## config.mk

```make
export PLATFORM = sky130hd
export DESIGN_NAME = avalon_mm_pwm_capture
export DESIGN_NICKNAME = d
export VERILOG_FILES = /design/src/rtl/pwm_cap_pkg.sv /design/src/rtl/pwm_capture_channel.sv /design/src/rtl/avalon_mm_pwm_capture.sv
export SDC_FILE = /design/constraint.sdc
export NUM_CORES = 1
export LEC_CHECK = 0
export ABC_AREA = 1
export CAP_MARGIN = 20
export CORE_ASPECT_RATIO = 1.25
export CORE_MARGIN = 2
export CORE_UTILIZATION = 45
export DETAILED_ROUTE_END_ITERATION = 8
export SYNTH_ARGS = -nofsm -noshare
export SYNTH_HDL_FRONTEND = slang
export SYNTH_SLANG_ARGS = --single-unit
```

## constraint.sdc

```tcl
create_clock -name clk -period 2.05 [get_ports clk]
set_input_delay 0.41 -clock clk [delete_from_list [all_inputs] [get_ports clk]]
set_output_delay 0.41 -clock clk [all_outputs]
set_load 0.01 [all_outputs]
```

## src/rtl/pwm_cap_pkg.sv

```systemverilog
`default_nettype none
// pwm_cap_pkg -- address map, widths and channel state type for avalon_mm_pwm_capture (rev 1.0)

package pwm_cap_pkg;

  localparam int CNT_W = 16;
  localparam int NCH   = 4;

  localparam logic [3:0] ADDR_PERIOD0 = 4'h0;
  localparam logic [3:0] ADDR_HIGH0   = 4'h4;
  localparam logic [3:0] ADDR_DIV     = 4'h8;
  localparam logic [3:0] ADDR_STATUS  = 4'h9;
  localparam logic [3:0] ADDR_CTRL    = 4'hA;

  typedef enum logic [1:0] {
    ST_IDLE    = 2'd0,
    ST_ARM     = 2'd1,
    ST_MEASURE = 2'd2
  } ch_state_t;

endpackage

`default_nettype wire

```

## src/rtl/pwm_capture_channel.sv

```systemverilog
`default_nettype none
// pwm_capture_channel -- one PWM capture channel: synchronizer, IDLE/ARM/MEASURE FSM, counters (rev 1.0)
// Optional PWM_CAP_TIMEOUT_EN reports a static level when the period counter saturates.

module pwm_capture_channel
  import pwm_cap_pkg::*;
(
  input  logic             clk,
  input  logic             reset,
  input  logic             tick,
  input  logic             enable,
  input  logic             pin,
  output logic [CNT_W-1:0] period,
  output logic [CNT_W-1:0] high,
  output logic             valid_set,
  output logic             ovf_set
);

  localparam logic [CNT_W-1:0] CNT_MAX  = '1;
  localparam logic [CNT_W-1:0] CNT_NEAR = CNT_MAX - 1'b1;

  logic             s1, s2, s3;
  ch_state_t        state;
  logic [CNT_W-1:0] cnt_p, cnt_h;
  logic [CNT_W-1:0] load_val;
  logic             rise, latch, sat_now;

  assign rise     = s2 & ~s3;
  assign load_val = {{(CNT_W-1){1'b0}}, tick};
  assign latch    = (state == ST_MEASURE) && enable && rise;
  assign sat_now  = (state == ST_MEASURE) && enable && !rise && tick && (cnt_p == CNT_NEAR);
  assign ovf_set  = sat_now;
`ifdef PWM_CAP_TIMEOUT_EN
  assign valid_set = latch | sat_now;
`else
  assign valid_set = latch;
`endif

  always_ff @(posedge clk) begin
    if (!reset) begin
      s1     <= 1'b0;
      s2     <= 1'b0;
      s3     <= 1'b0;
      state  <= ST_ARM;
      cnt_p  <= '0;
      cnt_h  <= '0;
      period <= '0;
      high   <= '0;
    end else begin
      s1 <= pin;
      s2 <= s1;
      s3 <= s2;
      case (state)
        ST_IDLE: begin
          cnt_p <= '0;
          cnt_h <= '0;
          if (enable) state <= ST_ARM;
        end
        ST_ARM: begin
          if (!enable) begin
            state <= ST_IDLE;
          end else if (rise) begin
            cnt_p <= load_val;
            cnt_h <= load_val;
            state <= ST_MEASURE;
          end
        end
        ST_MEASURE: begin
          if (!enable) begin
            state <= ST_IDLE;
            cnt_p <= '0;
            cnt_h <= '0;
          end else if (rise) begin
            period <= cnt_p;
            high   <= cnt_h;
            cnt_p  <= load_val;
            cnt_h  <= load_val;
          end else begin
            if (tick && cnt_p != CNT_MAX) cnt_p <= cnt_p + 1'b1;
            // s2 is the level one stage ahead of s3, so the edge cycle already loaded as 1 is not counted twice
            if (tick && s2 && cnt_h != CNT_MAX) cnt_h <= cnt_h + 1'b1;
`ifdef PWM_CAP_TIMEOUT_EN
            if (sat_now) begin
              period <= CNT_MAX;
              high   <= s3 ? CNT_MAX : '0;
            end
`endif
          end
        end
        default: state <= ST_IDLE;
      endcase
    end
  end

endmodule

`default_nettype wire

```

## src/rtl/avalon_mm_pwm_capture.sv

```systemverilog
`default_nettype none
// avalon_mm_pwm_capture -- 4-channel PWM input capture on an Avalon-MM slave (rev 1.0)
// Build option: PWM_CAP_TIMEOUT_EN forces period/high to a static-level report on counter saturation.

module avalon_mm_pwm_capture
  import pwm_cap_pkg::*;
(
  input  logic             clk,
  input  logic             reset,
  input  logic [3:0]       address,
  input  logic             read,
  output logic [CNT_W-1:0] readdata,
  input  logic             write,
  input  logic [CNT_W-1:0] writedata,
  input  logic             capture1,
  input  logic             capture2,
  input  logic             capture3,
  input  logic             capture4
);

  logic [7:0]       div, pre_cnt;
  logic             tick;
  logic [NCH-1:0]   enable, valid, ovf, valid_set, ovf_set, pins;
  logic [CNT_W-1:0] period [NCH];
  logic [CNT_W-1:0] high   [NCH];
  logic [CNT_W-1:0] rd_mux;
  logic             wr_div, wr_status, wr_ctrl;
  logic             unused_wdata;

  assign pins         = {capture4, capture3, capture2, capture1};
  assign tick         = (pre_cnt == div);
  assign wr_div       = write && (address == ADDR_DIV);
  assign wr_status    = write && (address == ADDR_STATUS);
  assign wr_ctrl      = write && (address == ADDR_CTRL);
  assign unused_wdata = ^writedata[CNT_W-1:8];

  generate
    for (genvar i = 0; i < NCH; i++) begin : g_ch
      pwm_capture_channel u_ch (
        .clk       (clk),
        .reset     (reset),
        .tick      (tick),
        .enable    (enable[i]),
        .pin       (pins[i]),
        .period    (period[i]),
        .high      (high[i]),
        .valid_set (valid_set[i]),
        .ovf_set   (ovf_set[i])
      );
    end
  endgenerate

  always_ff @(posedge clk) begin
    if (!reset) begin
      pre_cnt <= '0;
      div     <= '0;
      enable  <= '1;
      valid   <= '0;
      ovf     <= '0;
    end else begin
      if (wr_div || tick) pre_cnt <= '0;
      else                pre_cnt <= pre_cnt + 1'b1;
      if (wr_div)  div    <= writedata[7:0];
      if (wr_ctrl) enable <= writedata[NCH-1:0];
      // hardware set is OR-ed after the W1C clear so a same-cycle event is never lost
      valid <= (valid & ~(wr_status ? writedata[3:0] : 4'h0)) | valid_set;
      ovf   <= (ovf   & ~(wr_status ? writedata[7:4] : 4'h0)) | ovf_set;
    end
  end

  always_comb begin
    rd_mux = '0;
    if ((address & 4'hC) == ADDR_PERIOD0) begin
      rd_mux = period[address[1:0]];
    end else if ((address & 4'hC) == ADDR_HIGH0) begin
      rd_mux = high[address[1:0]];
    end else begin
      case (address)
        ADDR_DIV:    rd_mux = CNT_W'(div);
        ADDR_STATUS: rd_mux = CNT_W'({ovf, valid});
        ADDR_CTRL:   rd_mux = CNT_W'(enable);
        default:     rd_mux = '0;
      endcase
    end
  end

  always_ff @(posedge clk) begin
    if (!reset)    readdata <= '0;
    else if (read) readdata <= rd_mux;
  end

endmodule

`default_nettype wire
```

# Yosys cells after proc, flatten, opt, wreduce, memory -nomap -nowiden
# Index checks and enable logic that the tools add are counted.
# totals
wordCells	254
input_bits	28
register_bits	320
# op_classes
bitwise	16
n_mux	71
n_reduce_logical	66
n_eq_ne	53
magnitude_cmp	1
n_addsub	9
# ops
op	n
$mux 16	38
$pmux 16 s3	8
$add 16x1->16 const B	8
$ne 16x16->1 const B	8
$bmux 16 s2	2
$eq 16x16->1 const B	4
$logic_and 1x1->1	35
$mux 2	16
$ne 4x3->1 const B	8
$reduce_and 4->1	8
$ne 2x2->1 const B	12
$pmux 2 s3	4
$pmux 8 s3	1
$reduce_and 3->1	8
$eq 4x4->1 const B	3
$ne 3x2->1 const B	4
$reduce_bool 3->1	4
$eq 2x1->1 const B	5
$add 8x1->8 const B	1
$and 4x4->4	2
$eq 2x2->1 const B	4
$eq 8x8->1	1
$logic_not 2->1	4
$mux 4	2
11 further kinds	26

# Longest topological paths before layout
# Gate-level depths: netlist of the first run.
# depth
ltp_word	7
ltp_mapped	14
mapped_depth_nobuf	13

# Modules after synthesis
# From an unflattened synthesis of the first run, not the netlist that was laid out.
# hier_totals
hier_cells	2579
area_unflattened_um2	17061.4
# by_module_without_submodules
mod	seq_area_each_um2	instances	cells_each	area_per_inst_um2
pwm_capture_channel at g_ch[0].u_ch ...	1381.3	3	518	3492.1
pwm_capture_channel at g_ch[3].u_ch	1381.3	1	507	3453.3
avalon_mm_pwm_capture	880.8	1	518	3131.8

# Least setup slack after synthesis of the first run
# No wires, ideal clock.
# synth_timing
path_kind	register to register
startpoint	register g_ch[2].u_ch.state[0]
endpoint	register g_ch[2].u_ch.cnt_p[15]
path_stages_with_launch	10
setup_ns	0.070
arrival_ns	1.681
synth_period_minus_slack_ns	1.750
required_time_ns	1.980
path_slack_ns	0.300
cell_sequence	dfxtp_1 > inv_1 > ha_1 > clkinv_1 > nor2_1 > buf_2 > o21ai_0 > nand2_1 > nand2_1 > a21oi_1
# synth_via
elab_chain_len	3
# synth_lines
item	line_no	text
start, declared	pwm_capture_channel.sv:23	ch_state_t state;
start signal, assigned	pwm_capture_channel.sv:44	state <= ST_ARM;
start signal, assigned	pwm_capture_channel.sv:57	if (enable) state <= ST_ARM;
start signal, assigned	pwm_capture_channel.sv:61	state <= ST_IDLE;
$eq 2x2->1 (tied with other cells)	pwm_capture_channel.sv:53	case (state)
$ne 4x3->1 (no source line) (tied with other cells)	n/a	
$reduce_and 4->1 (no source line)	n/a	
end signal, assigned	pwm_capture_channel.sv:63	cnt_p <= load_val;
end signal, assigned	pwm_capture_channel.sv:76	cnt_p <= load_val;
end signal, assigned	pwm_capture_channel.sv:79	if (tick && cnt_p != CNT_MAX) cnt_p <= cnt_p + 1'b1;
end, declared	pwm_capture_channel.sv:24	logic [CNT_W-1:0] cnt_p, cnt_h;
# Several ways; a longest one is shown, not always the timed one.
# A chain may end at the register's enable or synchronous reset.

# Worst setup path after layout of the first run
# layout_timing
startpoint	register readdata[8]
endpoint	output port readdata[8]
# layout_lines
item	line_no	text
start, declared	avalon_mm_pwm_capture.sv:12	output logic [CNT_W-1:0] readdata,
start signal, assigned	avalon_mm_pwm_capture.sv:89	else if (read) readdata <= rd_mux;
# No word-level cell between the ends.

==> metrics, run 1 <==
status=complete, no violations; highest-count cells in the layout ignoring fill and taps=548 x sky130_fd_sc_hd__nand2_1, 318 x sky130_fd_sc_hd__dfxtp_1, 264 x sky130_fd_sc_hd__nor2_1, 259 x sky130_fd_sc_hd__inv_1, 240 x sky130_fd_sc_hd__a21oi_1; beginning of the worst register-to-register path=pre_cnt[3]; number of detailed-route iterations in the first pass=6; transition at the pin with the smallest max-transition slack=~0.52 ns; crit-path max FO=2; pin count of the biggest net entering global routing=~120; root buffer selected by CTS=sky130_fd_sc_hd__clkbuf_16; clock transition at the registers of the reported paths=approximately 0.060 ns; biggest cell delay along the critical path=a little under 0.6 ns; slack of the worst reg-to-reg path=~0.090 ns; fraction of layout cells with a size suffix above 1=0.0999; cell family with the largest share of critical-path delay=buffers and inverters; wire length reported by the detailed router=51800 microns; initial core utilization=0.454; post-placement setup slack=-0.0837 ns; TritonCTS clock tree=built; Mapped Area=about 0.016 sq mm; Detail Route Antenna Nets=0; headroom to the max-slew limit=0.655; worst vdd ir=~0.00054 V; critical register-to-register path endpoint=g_ch[2].u_ch.cnt_p[0]; average cell area after synthesis=~6.7 sq um; Hold Crit Class=in -> reg; total DRC errors in the routed layout=0; count of final max-slew check failures=0; die outline width=approximately 170 microns; Setup-failing EPs final=0; worst min-delay path startpoint=reset; worst setup skew after layout=about 0.024 ns; fraction of the cycle the final worst path needs=0.969; Filler Cell Count=roughly 3600; Pwr per Cell Area=about 1100 mW/mm^2; total routing resource utilization after global routing=0.269; Min-Delay Path Depth=2; async set-reset flop share out of synthesis=0; setup ws final=between 0.06 and 0.07 ns; data required time at the worst endpoint=approximately 1.6 ns; worst-skew pair later-pin latency=0.55 ns; most common cell after layout, fill and taps aside=sky130_fd_sc_hd__nand2_1; depth of the worst register-to-register path=13; average wire per standard cell=approximately 17 microns; yosys warns=0; Die Footprint=roughly 0.038 sq mm; slowest cell on the critical path=sky130_fd_sc_hd__clkdlybuf4s50_1; antenna violations before repair=0; cell area after placement=around 0.018 sq mm; I/O Buffers=35; commonest register cell after synthesis=sky130_fd_sc_hd__dfxtp_1; overall overflow remaining after global route=0; highest clock rate=just over 0.5 GHz; max cap viols=0; #FFs+latches synth=320; count of routing violations after the opening detailed-route iteration=1354; CP Cell Sequence=clkdlybuf4s50_1; final total negative setup slack=0 ns; leakage power=between 0.007 and 0.008 uW; CTS HTree Levels=2; via-per-instance ratio=roughly 5.3; category of the worst setup path capture point=primary output; Layout area overhead=17.6%; vias after detailed routing=between 15000 and 20000; post-synthesis cell count=2449; sequential element share of the synthesized area=0.392; synth unique cells=45; EDFF count, synth=0; Ports=44; data arrival at the endpoint of the critical path=between 1.5 and 2 ns; number of buffer and inverter stages on the critical path=1; global-route wire length before repair=81300 microns; CP Launch Type=flip-flop; final hold violations=0; sink count of the clock tree=320; number of diodes=0; Worst Hold Path EP=g_ch[3].u_ch.state[0]; standard cell core area=0.0360 sq mm; count of standard-cell rows=a little under 80; detailed-placement wirelength estimate=between 30000 and 40000 microns; Die Span Y=approximately 220 microns; number of nets produced by synthesis=between 2000 and 3000; design area=~0.019 sq mm; via count of the first global-routing pass=~15000; total number of nets in the final design=between 2000 and 3000; Clock Path Buffers=3; Final Critical Period=1.99 ns; Final Wtd Congestion=about 0.92; Worst Setup Path Type=reg -> out; number of buffers created by CTS=34
report_power, final:
part / switching (uW) / internal (uW)
Clock: 2700 / 4090
Sequential: 379 / 6610
Combinational: 4230 / 2330
final cells by class:
type,count,area (sq um),area share
Timing Repair Buffer,159,1500,0.0783
Sequential cell,320,6410,0.334
Multi-Input combinational cell,1737,8430,0.439
Clock inverter,16,256,0.0134
Inverter,275,1040,0.0541
Clock buffer,46,966,0.0503
Tap cell,480,601,0.0313
routing by layer:
layer  track usage  wire length, microns  vias to the layer above
li1              -                     -                     8203
met1         0.336                 22200                     7518
met2         0.468                 25300                      372
met3        0.0290                  2090                       97
met4         0.122                  2120                        0
met5             0                     0                        -
timing repair:
| item | 4_1_cts | 5_1_grt |
|---|---|---|
| resized for setup | 0 | 27 |
| hold buffers | 0 | 0 |
| endpoints found under the setup margin | 0 | 43 |
| setup buffers | 0 | 4 |
flip-flops by register name (all words and copies together), names as in the netlist:
signal	cells
div	8
enable	4
g_ch.u_ch.cnt_h	64
g_ch.u_ch.cnt_p	64
g_ch.u_ch.high	64
g_ch.u_ch.period	64
g_ch.u_ch.s1	4
g_ch.u_ch.s2	4
g_ch.u_ch.s3	4
g_ch.u_ch.state	8
ovf	4
pre_cnt	8
readdata	16
valid	4
kinds of logic (layout without fill, tap and decap cells):
family	count (synthesis)	after routing	synth area share
buffers and inverters	392	496	0.0969
xor gates and xnor gates	9	9	0.00482
and+or+nand+nor	1150	1150	0.304
AOI/OAI and AO/OA	549	549	0.180
adders and majority gates	29	29	0.0222
DFF	320	320	0.392
stage by stage:
stage,power (uW),instances,hold slack (ns),util
2_1_floorplan,11400,2449,0.390,-
3_3_place_gp,13200,2966,0.392,0.496
3_5_place_dp,13300,2966,0.402,0.496
4_1_cts,20100,3028,0.164,0.530
5_1_grt,21500,3033,0.168,0.533
6_report,20300,3033,0.171,0.533
how the worst max path moves through the flow:
stage,startpoint,endpoint,depth (start not counted),slack [ns]
final,readdata[8],readdata[8],1,0.06
after global routing,pre_cnt[3],g_ch[2].u_ch.cnt_p[0],13,-0.02
after CTS,g_ch[3].u_ch.state[0],g_ch[3].u_ch.cnt_p[13],12,0.009
after detailed placement,address[0],readdata[13],11,-0.08
after global placement,address[0],readdata[2],10,-0.07
after floorplan,g_ch[2].u_ch.state[0],g_ch[2].u_ch.cnt_p[15],9,0.30
Yosys cell counts, drive strengths merged (2+ instances only):
cell type / instances / area share
nand3: 162 / 0.053
ha: 29 / 0.022
a21oi: 242 / 0.074
clkbuf: 81 / 0.019
nor2: 287 / 0.069
inv: 271 / 0.062
o21ai: 227 / 0.070
a22oi: 50 / 0.023
dfxtp: 320 / 0.39
nor4: 5 / 0.0019
o21a: 2 / 0.00092
nor3: 56 / 0.017
nand3b: 6 / 0.0028
nor3b: 2 / 0.00092
nand2: 568 / 0.13
buf: 36 / 0.015
or2: 4 / 0.0015
o21bai: 4 / 0.0018
a41oi: 2 / 0.0011
o31ai: 2 / 0.00092
o211ai: 11 / 0.0051
a31oi: 5 / 0.0019
nand4: 58 / 0.022
clkinv: 4 / 0.00092
xor2: 9 / 0.0048
Note: power is estimated with default switching activity, not from simulation.
==> run 2: changes to the inputs <==
Settings changed: SLEW_MARGIN set to 10.
==> results of run 2 <==
No change in the layout: final DEF, timing and power equal those of run 1.
==> run 3: changes to the inputs <==
Settings changed: GPL_TIMING_DRIVEN set to 0.
==> metrics, run 3 (synthesized netlist as in run 1, its figures left out) <==
share of power burned in combinational logic=0.312; worst-skew pair later-pin latency=between 0.5 and 0.6 ns; fraction of layout cells with a size suffix above 1=0.0881; Clock Path Buffers=3; cell family with the largest share of critical-path delay=buffers and inverters; Worst Hold Path EP=readdata[1]; Crit path top cell by count=sky130_fd_sc_hd__clkbuf_2; depth of the worst register-to-register path=11; vias after detailed routing=around 17000; met2 routed WL=roughly 29000 microns; total routing resource utilization after global routing=0.305; worst setup skew after layout=approximately 0.024 ns; Post-CTS Hold Buffers=0; CP Launch Type=primary input; setup ws final=~0.069 ns; switching power total=around 7600 uW; Detail Route Antenna Nets=0; clock transition at the registers of the reported paths=around 0.070 ns; final total negative setup slack=0 ns; wire length reported by the detailed router=58400 microns; Sequential cell area=about 0.0064 sq mm; antenna violations before repair=0; average wire per standard cell=~19 microns; Pwr per Cell Area=between 1000 and 1500 mW/mm^2; final hold violations=0; Final Critical Period=a little under 2 ns; critical register-to-register path endpoint=g_ch[3].u_ch.cnt_p[8]; met3 routed wirelength=3080 microns; max cap viols=0; standard cell core area=~0.036 sq mm; initial core utilization=0.454; TritonCTS clock tree=built; Final Wtd Congestion=about 0.96; crit-path max FO=10; overall overflow remaining after global route=0; highest clock rate=slightly above 0.5 GHz; total number of nets in the final design=2595; count of standard-cell rows=78; post-placement setup slack=-1.24 ns; highest metal used=met4; detailed-placement wirelength estimate=approximately 44000 microns; via-per-instance ratio=between 5 and 6; met1 WL=~24000 microns; Layout area overhead=16.0%; number of detailed-route iterations in the first pass=7; transition at the pin with the smallest max-transition slack=0.823 ns; I/O Buffers=33; switching part of the total=0.371; relative contribution of the clock network to total power=0.346; leakage power=between 0.007 and 0.008 uW; headroom to the max-slew limit=0.451; biggest cell delay along the critical path=0.62 ns; Hold Crit Class=in -> reg; status=complete, no violations; Die Footprint=between 0.03 and 0.04 sq mm; count of final max-slew check failures=0; root buffer selected by CTS=sky130_fd_sc_hd__clkbuf_16; number of diodes=0; area taken by multi-input logic gates=0.00850 sq mm; most common cell after layout, fill and taps aside=sky130_fd_sc_hd__nand2_1; Ports=44; number of buffer and inverter stages on the critical path=5; die outline width=around 170 microns; Min-Delay Path Depth=3; beginning of the worst register-to-register path=g_ch[3].u_ch.cnt_p[0]; number of buffers created by CTS=37; Setup-failing EPs final=0; total DRC errors in the routed layout=0; sink count of the clock tree=320; worst min-delay path startpoint=read; highest-count cells in the layout ignoring fill and taps=545 x sky130_fd_sc_hd__nand2_1, 307 x sky130_fd_sc_hd__dfxtp_1, 260 x sky130_fd_sc_hd__nor2_1, 258 x sky130_fd_sc_hd__inv_1, 240 x sky130_fd_sc_hd__a21oi_1; CTS HTree Levels=2; data arrival at the endpoint of the critical path=2.40 ns; slack of the worst reg-to-reg path=0.11 ns; pin count of the biggest net entering global routing=15; overall power=20500 uW; Filler Cell Count=approximately 3600; worst vdd ir=between 0.001 and 0.0015 V; global-route wire length before repair=~89000 microns; via count of the first global-routing pass=~16000; Die Span Y=217 microns; Worst Setup Path Type=in -> reg; count of routing violations after the opening detailed-route iteration=~1400; data required time at the worst endpoint=between 2 and 2.5 ns; Cell Int Power=~13000 uW; CP Cell Sequence=clkdlybuf4s50_1, clkbuf_4, clkbuf_2, clkbuf_2, buf_8, nand3_1; slowest cell on the critical path=sky130_fd_sc_hd__clkdlybuf4s50_1; portion of total power attributed to sequential cells=0.342; fraction of the cycle the final worst path needs=0.966; category of the worst setup path capture point=flip-flop
run 3: cell types whose count changed in the layout (fill, tap and decap cells not counted), sizes merged:
cell,before,now
clkdlybuf4s50,34,33
bufinv,6,5
clkbuf,47,127
clkdlybuf4s15,0,1
clkinvlp,5,10
clkinv,9,10
buf,124,50
inv,271,272
run 3: cell type report:
type,instances,area share
well taps,480,0.0317
inverters,275,0.0551
clock buffers,44,0.0541
repair buffers,50,0.0260
plain buffers,117,0.0318
flip-flops and latches,320,0.339
clock inverters,22,0.0139
multi-input cells,1737,0.449
run 3: how the worst max path moves through the flow:
stage,start,end,cells past startpoint
floorplan,g_ch[2].u_ch.state[0],g_ch[2].u_ch.cnt_p[15],9
finish,reset,g_ch[1].u_ch.state[0],6
detailed placement,reset,g_ch[0].u_ch.state[0],6
global route,g_ch[3].u_ch.cnt_h[1],g_ch[3].u_ch.cnt_h[0],11
global placement,reset,g_ch[2].u_ch.state[0],5
CTS,g_ch[1].u_ch.cnt_h[1],g_ch[1].u_ch.cnt_h[1],11
run 3: layer usage:
layer / vias up / global-route usage
met5: - / 0
met4: 0 / 0.137
met3: 130 / 0.0325
met2: 582 / 0.537
met1: 7863 / 0.375
li1: 8230 / -
run 3: power by group through the flow:
stage | sequential [uW] | clock, uW | combinational [uW]
floorplan | 6990 | 0 | 4420
global placement | 7110 | 0 | 5980
detailed placement | 7120 | 0 | 6040
CTS | 6990 | 7140 | 6170
global route | 7050 | 7410 | 7110
finish | 7010 | 7080 | 6380
run 3: metrics by stage:
stage	instance area [sq um]	instances	util	hold slack, ns
after floorplan	16300	2449	-	0.390
after global placement	17300	2962	0.480	0.392
after detailed placement	17300	2965	0.481	0.396
after CTS	18700	3034	0.519	0.361
after global routing	19000	3045	0.526	0.394
final	19000	3045	0.526	0.376
run 3: timing repair:
action                                  CTS  global route
resized for setup                        20            84
endpoints found under the hold margin     0             0
endpoints found under the setup margin  133           212
pin swaps                                 1             9
setup buffers                             3            11
run 3: worst reg2reg max path: stages (launching register included):
cell and delay, ns:
sky130_fd_sc_hd__dfxtp_1 0.35, sky130_fd_sc_hd__ha_2 0.21, sky130_fd_sc_hd__nand3_1 0.14, sky130_fd_sc_hd__nor2_2 0.21, sky130_fd_sc_hd__nand2_1 0.12, sky130_fd_sc_hd__inv_1 0.10, sky130_fd_sc_hd__nand2_1 0.10, sky130_fd_sc_hd__nand3_2 0.12
sky130_fd_sc_hd__nand2_2 0.10, sky130_fd_sc_hd__buf_4 0.20, sky130_fd_sc_hd__nand3_1 0.08, sky130_fd_sc_hd__a21oi_1 0.06
